[config.mk]
export PLATFORM = sky130hd
export DESIGN_NAME = dmem_loader
export DESIGN_NICKNAME = d
export VERILOG_FILES = /design/src/rtl/dmem_loader.sv
export SDC_FILE = /design/constraint.sdc
export NUM_CORES = 1
export LEC_CHECK = 0
export ABC_CLOCK_PERIOD_IN_PS = 8100
export CORE_MARGIN = 2
export CORE_UTILIZATION = 31
export CTS_BUF_LIST = sky130_fd_sc_hd__clkbuf_16
export DETAILED_ROUTE_END_ITERATION = 10
export SETUP_SLACK_MARGIN = 0.4
export SYNTH_ARGS = -nofsm -noshare
export SYNTH_HDL_FRONTEND = slang
export SYNTH_SLANG_ARGS = --single-unit
[constraint.sdc]
create_clock -name clk -period 8.1 [get_ports clk]
set_input_delay 0.81 -clock clk [delete_from_list [all_inputs] [get_ports clk]]
set_output_delay 0.81 -clock clk [all_outputs]
set_load 0.005 [all_outputs]
[src/rtl/dmem_loader.sv]
// dmem_loader: host-side loader/unloader for the core's data memory.
//
// Sequence per accepted start: LOAD (host bytes into DMem while the core is held),
// RUN (core released until core_done), DUMP (a DMem window streamed back to the host),
// then FIN (parked until the next start).
//
// Ports:
//   clk, reset            system clock, synchronous active-high reset
//   start                 one-cycle request, accepted only in IDLE or FIN
//   ld_base/ld_cnt        load window (latched on accepted start)
//   dp_base/dp_cnt        dump window (latched on accepted start)
//   in_valid/in_data/in_ready     host write byte stream
//   out_valid/out_data/out_ready  registered dump byte stream
//   mem_wen/mem_addr/mem_wdat/mem_rdat  DMem port, owned by this block while core_hold=1
//   core_done             core completion level
//   core_hold             holds the core in reset and selects this block on the DMem mux
//   busy, finished        status: LOAD/RUN/DUMP, FIN
//   timeout               sticky RUN watchdog flag
//
// Optional feature: define LOADER_TIMEOUT_EN to enable the RUN-phase watchdog
// (TIMEOUT cycles). Without it RUN waits for core_done indefinitely and timeout is 0.
module dmem_loader #(
   parameter int unsigned ADDR_W  = 8,
   parameter int unsigned CNT_W   = 9,
   parameter int unsigned TIMEOUT = 4096
) (
   input  logic              clk,
   input  logic              reset,
   input  logic              start,
   input  logic [ADDR_W-1:0] ld_base,
   input  logic [CNT_W-1:0]  ld_cnt,
   input  logic [ADDR_W-1:0] dp_base,
   input  logic [CNT_W-1:0]  dp_cnt,
   input  logic              in_valid,
   input  logic [7:0]        in_data,
   output logic              in_ready,
   output logic              out_valid,
   output logic [7:0]        out_data,
   input  logic              out_ready,
   output logic              mem_wen,
   output logic [ADDR_W-1:0] mem_addr,
   output logic [7:0]        mem_wdat,
   input  logic [7:0]        mem_rdat,
   input  logic              core_done,
   output logic              core_hold,
   output logic              busy,
   output logic              finished,
   output logic              timeout
);

   typedef enum logic [2:0] {StIdle, StLoad, StRun, StDump, StFin} state_e;

   state_e            state_q, state_d;
   logic [CNT_W-1:0]  idx_q, idx_d;
   logic [ADDR_W-1:0] ld_base_q, ld_base_d, dp_base_q, dp_base_d;
   logic [CNT_W-1:0]  ld_cnt_q, ld_cnt_d, dp_cnt_q, dp_cnt_d;
   logic              out_valid_q, out_valid_d;
   logic [7:0]        out_data_q, out_data_d;
   logic              fetch;

`ifdef LOADER_TIMEOUT_EN
   localparam int unsigned RunCntW = $clog2(TIMEOUT) + 1;
   logic [RunCntW-1:0] run_cnt_q, run_cnt_d;
   logic               timeout_q, timeout_d;
   logic               expired;

   // Counter is zero on every cycle outside RUN, so it starts from 0 on RUN entry.
   assign run_cnt_d = (state_q == StRun) ? run_cnt_q + RunCntW'(1) : '0;
   assign expired   = (run_cnt_q == RunCntW'(TIMEOUT - 1));
   assign timeout   = timeout_q;
`else
   // Watchdog compiled out: the flag is constant low and TIMEOUT has no effect.
   assign timeout = (TIMEOUT == 0) ? 1'b0 : 1'b0;
`endif

   always_comb begin
      state_d     = state_q;
      idx_d       = idx_q;
      ld_base_d   = ld_base_q;
      ld_cnt_d    = ld_cnt_q;
      dp_base_d   = dp_base_q;
      dp_cnt_d    = dp_cnt_q;
      out_valid_d = out_valid_q;
      out_data_d  = out_data_q;
`ifdef LOADER_TIMEOUT_EN
      timeout_d   = timeout_q;
`endif
      core_hold   = 1'b1;
      busy        = 1'b0;
      finished    = 1'b0;
      in_ready    = 1'b0;
      mem_wen     = 1'b0;
      mem_addr    = '0;
      mem_wdat    = '0;
      fetch       = 1'b0;

      unique case (state_q)
         StIdle: ;
         StFin: finished = 1'b1;
         StLoad: begin
            busy     = 1'b1;
            in_ready = 1'b1;
            mem_wen  = in_valid;
            mem_addr = ld_base_q + idx_q[ADDR_W-1:0];
            mem_wdat = in_data;
            if (in_valid) begin
               if (idx_q == ld_cnt_q - CNT_W'(1)) begin
                  idx_d   = '0;
                  state_d = StRun;
               end else begin
                  idx_d = idx_q + CNT_W'(1);
               end
            end
         end
         StRun: begin
            busy      = 1'b1;
            core_hold = 1'b0;
            if (core_done) begin
               idx_d   = '0;
               state_d = (dp_cnt_q == '0) ? StFin : StDump;
            end
`ifdef LOADER_TIMEOUT_EN
            else if (expired) begin
               timeout_d = 1'b1;
               idx_d     = '0;
               state_d   = (dp_cnt_q == '0) ? StFin : StDump;
            end
`endif
         end
         StDump: begin
            busy     = 1'b1;
            mem_addr = dp_base_q + idx_q[ADDR_W-1:0];
            // Refill the output register when it is empty or being drained this cycle.
            fetch    = (!out_valid_q || out_ready) && (idx_q < dp_cnt_q);
            if (fetch) begin
               out_data_d  = mem_rdat;
               out_valid_d = 1'b1;
               idx_d       = idx_q + CNT_W'(1);
            end else if (out_valid_q && out_ready) begin
               out_valid_d = 1'b0;
               if (idx_q == dp_cnt_q) state_d = StFin;
            end
         end
         default: state_d = StIdle;
      endcase

      if (start && (state_q == StIdle || state_q == StFin)) begin
         ld_base_d = ld_base;
         ld_cnt_d  = ld_cnt;
         dp_base_d = dp_base;
         dp_cnt_d  = dp_cnt;
         idx_d     = '0;
         state_d   = (ld_cnt == '0) ? StRun : StLoad;
`ifdef LOADER_TIMEOUT_EN
         timeout_d = 1'b0;
`endif
      end
   end

   always_ff @(posedge clk) begin
      if (reset) begin
         state_q     <= StIdle;
         idx_q       <= '0;
         ld_base_q   <= '0;
         ld_cnt_q    <= '0;
         dp_base_q   <= '0;
         dp_cnt_q    <= '0;
         out_valid_q <= 1'b0;
         out_data_q  <= '0;
`ifdef LOADER_TIMEOUT_EN
         run_cnt_q   <= '0;
         timeout_q   <= 1'b0;
`endif
      end else begin
         state_q     <= state_d;
         idx_q       <= idx_d;
         ld_base_q   <= ld_base_d;
         ld_cnt_q    <= ld_cnt_d;
         dp_base_q   <= dp_base_d;
         dp_cnt_q    <= dp_cnt_d;
         out_valid_q <= out_valid_d;
         out_data_q  <= out_data_d;
`ifdef LOADER_TIMEOUT_EN
         run_cnt_q   <= run_cnt_d;
         timeout_q   <= timeout_d;
`endif
      end
   end

   assign out_valid = out_valid_q;
   assign out_data  = out_data_q;

endmodule

== Yosys cells after proc, flatten, opt, wreduce, memory -nomap -nowiden ==
Index checks and enable logic that the tools add are counted.

* Register bits after elaboration: 55
* Input port bits: 56
* Output and inout bits: 31

* Add/sub/neg operators: 4
* Magnitude comparators: 1
* Equality and inequality tests: 16
* Mux-type cells: 24
* Reductions and logical operators: 18

{| class="wikitable"
|+ Operators with widths
! cell !! count
|-
| 2-to-1 mux 9 bit || 4
|-
| one-hot mux 9 bit (3 select lines) || 1
|-
| 2-to-1 mux 3 bit || 8
|-
| == test 9 bit || 2
|-
| logical NOT 9 bit || 2
|-
| inequality test 3 bit (second input constant) || 6
|-
| adder 8 bit || 2
|-
| one-hot mux 8 bit (2 select lines) || 1
|-
| one-hot mux 3 bit (4 select lines) || 1
|-
| adder 9 x 1 -> 9 bit (second input constant) || 1
|-
| less-than comparator 9 bit || 1
|-
| subtractor 9 x 1 -> 9 bit (second input constant) || 1
|-
| 2-to-1 mux 8 bit || 1
|-
| 2-to-1 mux 1 bit || 7
|-
| AND reduction 7 bit || 1
|-
| == test 3 x 2 -> 1 bit (second input constant) || 2
|-
| inequality test 2 bit (second input constant) || 3
|-
| AND reduction 2 bit || 2
|-
| AND reduction 4 bit || 1
|-
| OR reduction 2 bit || 2
|-
| == test 3 x 1 -> 1 bit (second input constant) || 1
|-
| == test 3 bit (second input constant) || 1
|-
| logical AND 1 bit || 3
|-
| logical NOT 3 bit || 1
|-
| 7 further kinds || 8
|}

== Logic depth before layout (Yosys ltp) ==
Gate-level depths: netlist (run 1).

* Depth after elaboration: 6
* Mapped depth: 14
* Gate-level depth less buffers: 12

== Worst setup path after synthesis (run 1) ==
No wires, ideal clock.

* Path type: reg2out
* Start: register state_q[2]
* End: output mem_addr[7]
* Arrival time: 2776 ps
* Required time: 7290 ps
* Setup slack: 4514 ps
* Stages on the path, launching flop included: 13
* Buffers on the path: 2
* Cell sequence: dfxtp_1 -> clkbuf_2 -> and2b_1 -> nand2_1 -> buf_2 -> mux2_2 -> ha_1 -> a21o_1 -> a21oi_1 -> o21ai_0 -> a2111oi_0 -> o31ai_1 -> a21oi_1

* Word-level cells in the longest chain between the ends: 2
* Elaborated cells between the ends (all ways): 3
* Classes of those cells: eq/ne (2); mux (1)

{| class="wikitable"
|+ RTL lines
! what !! line !! RTL
|-
| start: declaration || 53 || <nowiki>state_e state_q, state_d;</nowiki>
|-
| start signal: assignment || 162 || <nowiki>state_q <= StIdle;</nowiki>
|-
| start signal: assignment || 175 || <nowiki>state_q <= state_d;</nowiki>
|-
| == test 3 x 2 -> 1 bit / == test 3 x 1 -> 1 bit (equally long branches) || 97 || <nowiki>unique case (state_q)</nowiki>
|-
| one-hot mux 8 bit (2 select lines) * || 97 ||
|-
| end: declaration || 41 || <nowiki>output logic [ADDR_W-1:0] mem_addr,</nowiki>
|}

Every way passes the cells marked *; elsewhere a longest branch is shown, timed or not.

== Worst setup path after layout (run 1) ==
Ends and elaborated chain as after synthesis.

==> metrics.md, run 1 <==
| Metric | Value |
|---|---|
| Synth cell types | 52 |
| Period utilization | 60.6% |
| Clock Path Buffers | 2 |
| CTS buffer count | 5 |
| First drt pass iteration count | 4 |
| Register area | 0.00110 mm² |
| Main synth FF type | dfxtp_1 |
| Hold buffer count at CTS | 0 |
| Top cell type's share of synthesized area | 34.2% |
| Rows | 37 |
| DP HPWL | approximately 6.4 mm |
| PwrDens | 189 mW/mm² |
| CTS H-tree depth | 2 |
| Port Buffer Count | 85 |
| Top Ports | 87 |
| Tightest Hold Check Type | reg -> reg |
| First-pass GRT wire length | 14.4 mm |
| Async SR Flop Fraction | 0% |
| Final Power | 825 µW |
| Non-filler cells, final | 623 |
| Count leader, synth | nand2_1 |
| Die Span X | 106 µm |
| N_diodes | 0 |
| Critical path fanouts, max | 12 |
| Clock skew | 4.12 ps |
| Slowest stage delay, CP | 650 ps |
| Seq/Total Area, Yosys | 34.2% |
| Std-Cell Core Area | roughly 0.010 mm² |
| Crit Path Class | reg -> out |
| Worst setup SP type | flip-flop |
| Initial antenna violation count | 0 |
| Synthesis-stage register bit count | 55 |
| Peak Freq | a little over 0.2 GHz |
| Crit-path slowest cell | a2111oi_0 |
| Endpoints failing hold | 0 |
| Post-synth EDFFs | 0 |
| Setup bufs post-CTS | 0 |
| Critical path data arrival time | 4090 ps |
| Most used cell, CP | a21oi_1 |
| CTS clk-pin slew, worst paths | 70 ps |
| Fillers | around 1100 |
| Sink Count | 55 |
| Multi-input logic area | about 0.002 mm² |
| Max cap viols | 0 |
| Slew Limit Fails | 0 |
| GP Congestion | 0.954 |
| Fin nets | roughly 560 |
| Largest area contributor in the netlist | dfxtp_1 |
| Starting density of the core | 31.6% |
| Syn nets | 487 |
| DRC | 0 |
| Placed cell count | 615 |
| Via density | a little under 5 |
| Die height | 106 µm |
| Slew headroom | 55.8% |
| Vias in the first global route | 2972 |
| CTS tree | yes |
| Detail Route Antenna Nets | 0 |
| Minimum clock period | 4900 ps |
| Area Growth Syn to Fin | 35.5% |
| Gr ovfl total | 0 |
| DR iter-0 viols | 198 |
| Crit end category | primary output |
| All-Layer GR Usage | 15.7% |
| WL/cell | between 10 and 15 µm |
| Final setup viols | 0 |
| Total negative setup slack | 0 ps |
| Synth Instances | roughly 410 |
| Post-CTS sizing | 0 |
| Top cells by count, synth | nand2_1 (77), dfxtp_1 (55), a21oi_1 (53) |
| Placed Area | 0.00417 mm² |
| Worst vdd ir | a little over 0.0001 V |
| Clock root buffer | clkbuf_16 |
| Final core occ | around 43% |
| Final instance area | 0.00437 mm² |
| Skew-Pair Late Insertion Delay | 290 ps |
| Synthesized area | 0.00322 mm² |
| Pin count of the biggest net entering global routing | 45 |
| Die Area | 0.0112 mm² |
| Area contributors post-synth | dfxtp_1 (34%), nand2_1 (9.0%), a21oi_1 (8.2%) |
| Mean area per synthesized cell | approximately 7.8 µm² |
| Req. time, crit path | 7290 ps |
| Static leakage | roughly 0.0017 µW |
| Post-Route WL | 8.53 mm |
| Ratio of cells with drive above 1 in the final layout | 5.75% |
| Vias | 3056 |
| Warnings, synthesis | 0 |
| RSZ-0062 raised after global routing | no |
| Status | complete, no violations |
| Slew @ Worst Pin | 646 ps |
| Worst path cell trace | and2b_1 > nand2_1 > mux2_2 > ha_1 > a21o_1 > a21oi_1 > o21ai_0 > a2111oi_0 > o31ai_1 > a21oi_1 > clkdlybuf4s50_1 |
## cells by family after synthesis
family,after synthesis,share of synthesized area [%]
compound gates,92,17.9
other cells,1,0.116
fa+ha+maj,19,7.61
mux,19,6.18
simple gates,171,25.3
flops,55,34.2
xor+xnor,12,3.26
buf+inv,43,5.40
## worst max-delay path, delay by kind of cell, from the launching register on
kind                       cells  cell delay (ps)
and+or+nand+nor                2              620
adders and majority gates      1              270
buffers and inverters          1              520
DFF                            1              460
AOI/OAI and AO/OA              6             1530
muxes                          1              400
## where the power goes
group	internal [µW]	switching [µW]	leakage, µW	total [µW]
combinational	115	119	0.00115	234
sequential	294	23.0	0.000449	317
clock	177	96.3	0.0000900	273
total	586	239	0.00169	825
## final cells by class
class / count / share of cell area (%)
multi-input cells: 314 / 44.6
flip-flops and latches: 55 / 25.2
repair buffers: 88 / 20.0
well taps: 136 / 3.90
clock buffers: 5 / 2.87
inverters: 22 / 1.89
clock inverters: 3 / 1.55
## cell usage in the layout, fill, tap and decap left out, types with 2 or more instances in the layout
cell type,synthesis,layout
clkdlybuf4s50_1,0,85
nand2_1,77,77
dfxtp_1,55,55
a21oi_1,53,53
nor2_1,25,25
inv_1,22,22
ha_1,18,18
o21ai_0,15,15
and2_1,12,12
mux2i_1,12,12
nor3_1,9,9
nand4_1,8,8
mux2_2,7,7
or3_1,7,7
xor2_1,6,6
xnor2_1,6,6
nand3_1,6,6
clkbuf_16,0,5
nor2b_1,4,4
and3_1,4,4
o31ai_1,4,4
nand2b_1,3,3
or4_1,3,3
a31oi_1,3,3
or2_2,3,3
buf_4,2,3
a21o_1,2,2
nor4_1,2,2
nand3b_1,2,2
a2111oi_4,2,2
bufinv_16,0,2
## layer usage
layer | GRT usage (%) | share of wire [%]
met3 | 2.94 | 4.5
met4 | 4.23 | 0.90
met1 | 20.8 | 46
met5 | 0 | 0
met2 | 26.3 | 48
## final timing paths
path | cells after the start | startpoint | slack, ps | endpoint
setup reg to reg | 7 | idx_q[7] | 5600 | state_q[1]
setup / recovery | 11 | state_q[2] | 3200 | mem_addr[7]
hold / removal | 2 | dp_base_q[4] | 450 | dp_base_q[4]
hold reg to reg | 2 | dp_base_q[4] | 450 | dp_base_q[4]
## flip-flops by register name, summed over array words and instances (netlist names)
register	flops
out_data	8
ld_base_q	8
out_valid	1
dp_cnt_q	9
idx_q	9
ld_cnt_q	9
dp_base_q	8
state_q	3
## stage by stage
stage	worst slack [ps]	hold WS [ps]
after floorplan	4510	433
after global placement	3800	445
after detailed placement	3600	445
after CTS	3270	455
after global routing	2950	486
final	3200	454
Note: power is estimated with default switching activity, not from simulation.
==> run 2: changes to the inputs <==
--- a/config.mk
+++ b/config.mk
@@ -5,7 +5,7 @@
 export SDC_FILE = /design/constraint.sdc
 export NUM_CORES = 1
 export LEC_CHECK = 0
-export ABC_CLOCK_PERIOD_IN_PS = 8100
+export ABC_CLOCK_PERIOD_IN_PS = 4150
 export CORE_MARGIN = 2
 export CORE_UTILIZATION = 31
 export CTS_BUF_LIST = sky130_fd_sc_hd__clkbuf_16
==> constraint.sdc (replaced) <==
create_clock -name clk -period 4.15 [get_ports clk]
set_input_delay 0.415 -clock clk [delete_from_list [all_inputs] [get_ports clk]]
set_output_delay 0.415 -clock clk [all_outputs]
set_load 0.005 [all_outputs]
==> run 2 against run 1 <==
Sequential cell count unchanged. Largest power group unchanged. Clock skew grew 1.0 ps. Setup slack lost 2600 ps. Non-clock buffer count is 1 higher. Clock-buffer cell count is the same. Largest cell class unchanged. Critical path type unchanged. Cell count grew 0.16%.
==> metrics.md, run 2 (synthesized netlist as in run 1, its figures left out) <==
| Metric | Value |
|---|---|
| Status | complete, no violations |
| Final core occ | 43.4% (+0.55 points) |
| Placed Area | 0.00418 mm² (+0.18%) |
| Crit-path slowest cell | or4_1 |
| Worst path cell trace | and2b_2 > nand2_2 > buf_6 > mux2_2 > ha_1 > a21oi_2 > o21ai_2 > a2111oi_2 > or4_1 > a21oi_1 > dlygate4sd2_1 |
| Skew-Pair Late Insertion Delay | 290 ps (about the same) |
| Fin nets | 562 (+0.18%) |
| Met2 usage | 26.0% (-0.28 points) |
| Die height | 106 µm (unchanged) |
| Sink Count | 55 (unchanged) |
| Die Span X | 106 µm (unchanged) |
| CTS buffer count | 5 (unchanged) |
| Req. time, crit path | 3730 ps (-3560 ps) |
| Critical path fanouts, max | 10 (-2) |
| Std-Cell Core Area | 0.0102 mm² (unchanged) |
| Minimum clock period | 3580 ps |
| Worst setup SP type | flip-flop |
| Starting density of the core | 31.6% (unchanged) |
| GP Congestion | 0.855 (-10%) |
| All-Layer GR Usage | 15.8% (+0.11 points) |
| RSZ-0062 raised after global routing | no |
| GR Layer Usage met3 | 3.00% (+0.061 points) |
| Initial antenna violation count | 0 (unchanged) |
| WHS | 457 ps (+2.52 ps) |
| Clock root buffer | clkbuf_16 |
| Final setup viols | 0 (unchanged) |
| Crit Path Class | reg -> out |
| Largest registers | dp_cnt_q x9, idx_q x9, ld_cnt_q x9 |
| Pin count of the biggest net entering global routing | 45 (unchanged) |
| Peak Freq | approximately 0.28 GHz |
| N_diodes | 0 (unchanged) |
| Detail Route Antenna Nets | 0 (unchanged) |
| Max cap viols | 0 (unchanged) |
| CTS clk-pin slew, worst paths | 70 ps (about the same) |
| First drt pass iteration count | 4 (unchanged) |
| Top Ports | 87 (unchanged) |
| Rows | 37 (unchanged) |
| Most common cell after layout, fill and taps aside | clkdlybuf4s50_1 |
| Final instance area | 0.00442 mm² (+1.3%) |
| CTS H-tree depth | 2 (unchanged) |
| Busiest layer in global routing | met2 |
| Period utilization | 86.3% |
| Ratio of cells with drive above 1 in the final layout | 8.40% (+2.7 points) |
| Slew headroom | 57.4% (+1.6 points) |
| Clock skew | 5.12 ps (+0.996 ps) |
| Slew Limit Fails | 0 (unchanged) |
| Slew @ Worst Pin | 638 ps (-7.56 ps) |
| Most frequent cells in the layout | clkdlybuf4s50_1 (83), nand2_1 (76), dfxtp_1 (53), a21oi_1 (51), nor2_1 (25) |
| Clock Path Buffers | 2 (unchanged) |
| Vias | 3071 (+0.49%) |
| DP HPWL | 6.54 mm (+1.6%) |
| Total negative setup slack | 0 ps (unchanged) |
| Static leakage | 0.00173 µW (+2.2%) |
| Slowest stage delay, CP | 530 ps (-120 ps) |
| Area Growth Syn to Fin | 37.3% |
| WL/cell | 14.4 µm (+5.1%) |
| GR Util met1 | 19.6% (-1.2 points) |
| Port Buffer Count | 85 (unchanged) |
| Gr ovfl total | 0 (unchanged) |
| Post-Route WL | 8.98 mm (+5.3%) |
| Top delay family on crit path | simple AND/OR/NAND/NOR gates |
| DR iter-0 viols | 144 (-27%) |
| Buffer and inverter count on the worst path | 2 (+1) |
| PwrDens | 369 mW/mm² (+95%) |
| Die Area | 0.0112 mm² (unchanged) |
| First-pass GRT wire length | 14.3 mm (-0.34%) |
| Critical path data arrival time | 3170 ps (-920 ps) |
| CTS tree | yes |
| Tightest Hold Check Type | reg -> reg |
| Crit end category | primary output |
| Worst vdd ir | 0.000206 V (+99%) |
| Endpoints failing hold | 0 (unchanged) |
| Via density | 4.92 (+0.33%) |
| DRC | 0 (unchanged) |
| Vias in the first global route | 2959 (-0.44%) |
==> run 2: worst paths after layout <==
path                                    from  cells after the start            to  slack [ps]
worst min-delay path            dp_base_q[6]                      2  dp_base_q[6]         460
worst min register to register  dp_base_q[6]                      2  dp_base_q[6]         460
worst max-delay path              state_q[2]                     11   mem_addr[7]         570
worst max register to register      idx_q[7]                      7    state_q[0]        1650
==> run 2: power breakdown <==
part / leakage, µW / internal (µW) / switching [µW]
clock: 0.0000900 / 346 / 194
combinational: 0.00119 / 227 / 243
sequential: 0.000450 / 574 / 45.7
==> run 2: through the flow <==
step / power [µW] / std cells / setup slack, ps
detailed placement: 1100 / 616 / 278
finish: 1630 / 624 / 567
CTS: 1640 / 624 / 404
floorplan: 917 / 412 / 959
global route: 1720 / 624 / 406
global placement: 1090 / 616 / 437
==> run 2: layer usage <==
layer / vias to the layer above / share of wire (%)
li1: 1564 / -
met1: 1410 / 44
met2: 76 / 48
met3: 21 / 4.0
met4: 0 / 3.6
met5: - / 0
==> run 2: area by class of cell <==
type	instances	area, µm²
flip-flops and latches	55	1110
inverters	22	82.6
clock buffers	5	125
multi-input cells	314	1980
clock inverters	3	67.6
well taps	136	170
repair buffers	89	886
fillers	1032	5760
==> run 2: what timing repair did <==
item | CTS | global route
gates resized for setup | 11 | 10
gates cloned | 0 | 0
pin swaps | 1 | 3
hold buffers | 0 | 0
setup buffers | 0 | 0
setup endpoints to repair | 2 | 2
==> run 2: worst min-delay path: stages (launching register included) <==
cell,delay (ps)
dfxtp_1,310
nand2_1,50
a21oi_1,50
==> run 3: changes to the inputs <==
--- a/config.mk
+++ b/config.mk
@@ -8,7 +8,7 @@
 export ABC_CLOCK_PERIOD_IN_PS = 4150
 export CORE_MARGIN = 2
 export CORE_UTILIZATION = 31
-export CTS_BUF_LIST = sky130_fd_sc_hd__clkbuf_16
+export CTS_BUF_LIST = sky130_fd_sc_hd__clkbuf_4
 export DETAILED_ROUTE_END_ITERATION = 10
 export SETUP_SLACK_MARGIN = 0.4
 export SYNTH_ARGS = -nofsm -noshare
==> run 3 against run 2 <==
Critical path depth is the same. Sequential power is essentially flat. First-iteration DRC count grew 3.5%. Critical path type unchanged.
==> metrics.md, run 3 (synthesized netlist as in run 1, its figures left out) <==
| Metric | Value |
|---|---|
| Status | complete, no violations |
| R2r startpoint | idx_q[7] |
| GP Congestion | 0.855 (unchanged) |
| Initial antenna violation count | 1 (+1) |
| Req. time, crit path | 3730 ps (about the same) |
| Buffer and inverter count on the worst path | 2 (unchanged) |
| Most common cell after layout, fill and taps aside | clkdlybuf4s50_1 |
| Fillers | 1040 (+0.78%) |
| Min-delay src | dp_base_q[3] |
| Ratio of cells with drive above 1 in the final layout | 8.72% (+0.32 points) |
| Worst setup SP type | flip-flop |
| Worst reg2reg path endpoint | state_q[2] |
| Detail Route Antenna Nets | 0 (unchanged) |
| Sink Count | 55 (unchanged) |
| PwrDens | 333 mW/mm² (-9.6%) |
| Final Power | 1450 µW (-11%) |
| Max cap viols | 0 (unchanged) |
| Slew @ Worst Pin | 646 ps (+8.04 ps) |
| Total negative setup slack | 0 ps (unchanged) |
| DRC | 0 (unchanged) |
| CTS clk-pin slew, worst paths | 160 ps (+90 ps) |
| CTS buffer count | 5 (unchanged) |
| Die Area | 0.0112 mm² (unchanged) |
| Via density | 4.89 (-0.66%) |
| Top Ports | 87 (unchanged) |
| Placed cell count | 616 (unchanged) |
| DR iter-0 viols | 149 (+3.5%) |
| Area Growth Syn to Fin | 35.4% |
| Die height | 106 µm (unchanged) |
| Pin count of the biggest net entering global routing | 45 (unchanged) |
| All-Layer GR Usage | 15.7% (-0.10 points) |
| Post-Route WL | 8.94 mm (-0.48%) |
| First drt pass iteration count | 6 (+2) |
| Pre-CTS setup slack | 278 ps (unchanged) |
| CTS H-tree depth | 2 (unchanged) |
| Endpoints failing hold | 0 (unchanged) |
| Critical path fanouts, max | 7 (-3) |
| Slew Limit Fails | 0 (unchanged) |
| Final instance area | 0.00436 mm² (-1.4%) |
| Fin nets | 567 (+0.89%) |
| Slowest stage delay, CP | 550 ps (+20 ps) |
| Crit Path Class | reg -> out |
| Peak Freq | 0.278 GHz (-0.35%) |
| Vias | 3080 (+0.29%) |
| Vias in the first global route | 2934 (-0.84%) |
| Minimum clock period | 3600 ps (+12.7 ps) |
| Skew-Pair Late Insertion Delay | 390 ps (+100 ps) |
| Worst path cell trace | and2b_2 > nand2_2 > buf_6 > mux2_2 > ha_1 > a21oi_2 > o21ai_2 > a2111oi_2 > or4_1 > a21oi_2 > dlygate4sd2_1 |
| Gr ovfl total | 0 (unchanged) |
| Crit end category | primary output |
| R2R cell count | 7 (unchanged) |
| First-pass GRT wire length | 14.3 mm (-0.29%) |
| Period utilization | 86.6% (+0.31 points) |
| RSZ-0062 raised after global routing | no |
| Register area | 0.00111 mm² (+0.23%) |
| Clock root buffer | clkbuf_4 |
| Port Buffer Count | 85 (unchanged) |
| Critical path data arrival time | 3180 ps (about the same) |
| Static leakage | 0.00170 µW (-1.8%) |
| Final setup viols | 0 (unchanged) |
| Non-filler cells, final | 630 (+0.96%) |
| Most frequent cells in the layout | clkdlybuf4s50_1 (83), nand2_1 (76), dfxtp_1 (53), a21oi_1 (50), nor2_1 (25) |
| Flop2flop setup slack | 1620 ps (-30 ps) |
| Hold Path End | dp_base_q[3] |
| DP HPWL | 6.54 mm (unchanged) |
| Hold buffer count at CTS | 0 (unchanged) |
| Clock Path Buffers | 2 (unchanged) |
| CTS tree | yes |
| Placed Area | 0.00418 mm² (unchanged) |
| Rows | 37 (unchanged) |
| Crit-path slowest cell | or4_1 |
| Setup WS post-layout | 555 ps (-12.7 ps) |
| Tightest Hold Check Type | reg -> reg |
| Std-Cell Core Area | 0.0102 mm² (unchanged) |
| Die Span X | 106 µm (unchanged) |
| Starting density of the core | 31.6% (unchanged) |
| Slew headroom | 56.9% (-0.54 points) |
| Multi-input logic area | 0.00197 mm² (-0.69%) |
| Most used cell, CP | a21oi_2 |
| Clock skew | 9.12 ps (+4.01 ps) |
| WL/cell | 14.2 µm (-1.4%) |
| Largest registers | dp_cnt_q x9, idx_q x9, ld_cnt_q x9 |
| Top delay family on crit path | simple AND/OR/NAND/NOR gates |
| Worst vdd ir | 0.000176 V (-15%) |
| Hold Path Cell Cnt | 2 (unchanged) |
-- run 3: changes by cell type in the layout (fill, tap and decap cells not counted), sizes merged --
| cell | delta |
|---|---|
| dlymetal6s2s | -1 |
| dlygate4sd2 | +1 |
| buf | +5 |
| diode | +1 |
-- run 3: layout make-up --
cell class                 count  share of cell area [%]
multi-input combinational    314                    45.2
sequential                    55                    25.4
timing repair buffer          94                    21.1
tap                          136                    3.90
inverter                      22                    1.89
clock inverter                 3                    1.55
clock buffer                   5                   0.861
antenna                        1                  0.0574
-- run 3: routing by layer --
| metal | global-route usage, % | vias to the layer above | part of all wire (%) |
|---|---|---|---|
| met5 | 0 | - | 0 |
| met4 | 6.77 | 0 | 2.3 |
| li1 | - | 1573 | - |
| met3 | 3.13 | 14 | 3.9 |
| met1 | 19.8 | 1422 | 45 |
| met2 | 26.2 | 71 | 49 |
-- run 3: worst max path at each step --
stage / slack [ps] / from / endpoint / cells past startpoint
2_1_floorplan: 960 / state_q[2] / mem_addr[7] / 12
3_3_place_gp: 440 / state_q[2] / mem_addr[7] / 11
3_5_place_dp: 280 / state_q[2] / mem_addr[7] / 11
4_1_cts: 430 / state_q[1] / mem_addr[7] / 11
5_1_grt: 370 / state_q[2] / mem_addr[4] / 11
6_report: 550 / state_q[2] / mem_addr[7] / 11
-- run 3: where the power goes --
| group | switching [µW] | internal, µW | leakage (µW) |
|---|---|---|---|
| Clock | 174 | 187 | 0.0000514 |
| Combinational | 244 | 229 | 0.00120 |
| Sequential | 44.3 | 574 | 0.000451 |
-- run 3: timing repair --
action,4_1_cts,5_1_grt
pin swaps,1,2
resized for setup,14,4
setup endpoints to repair,4,3
buffers inserted,1,4
-- run 3: through the flow --
step	hold slack [ps]	utilization (%)
2_1_floorplan	433	-
4_1_cts	469	42.3
3_5_place_dp	448	41.0
6_report	466	42.8
3_3_place_gp	447	41.0
5_1_grt	486	42.8
-- run 3: worst reg2reg max path, delay by kind of cell, from the launching register on --
family                     cells  cell delay, ps
and+or+nand+nor                2             660
DFF                            1             510
AOI/OAI and AO/OA              3             740
muxes                          1             240
adders and majority gates      1             310
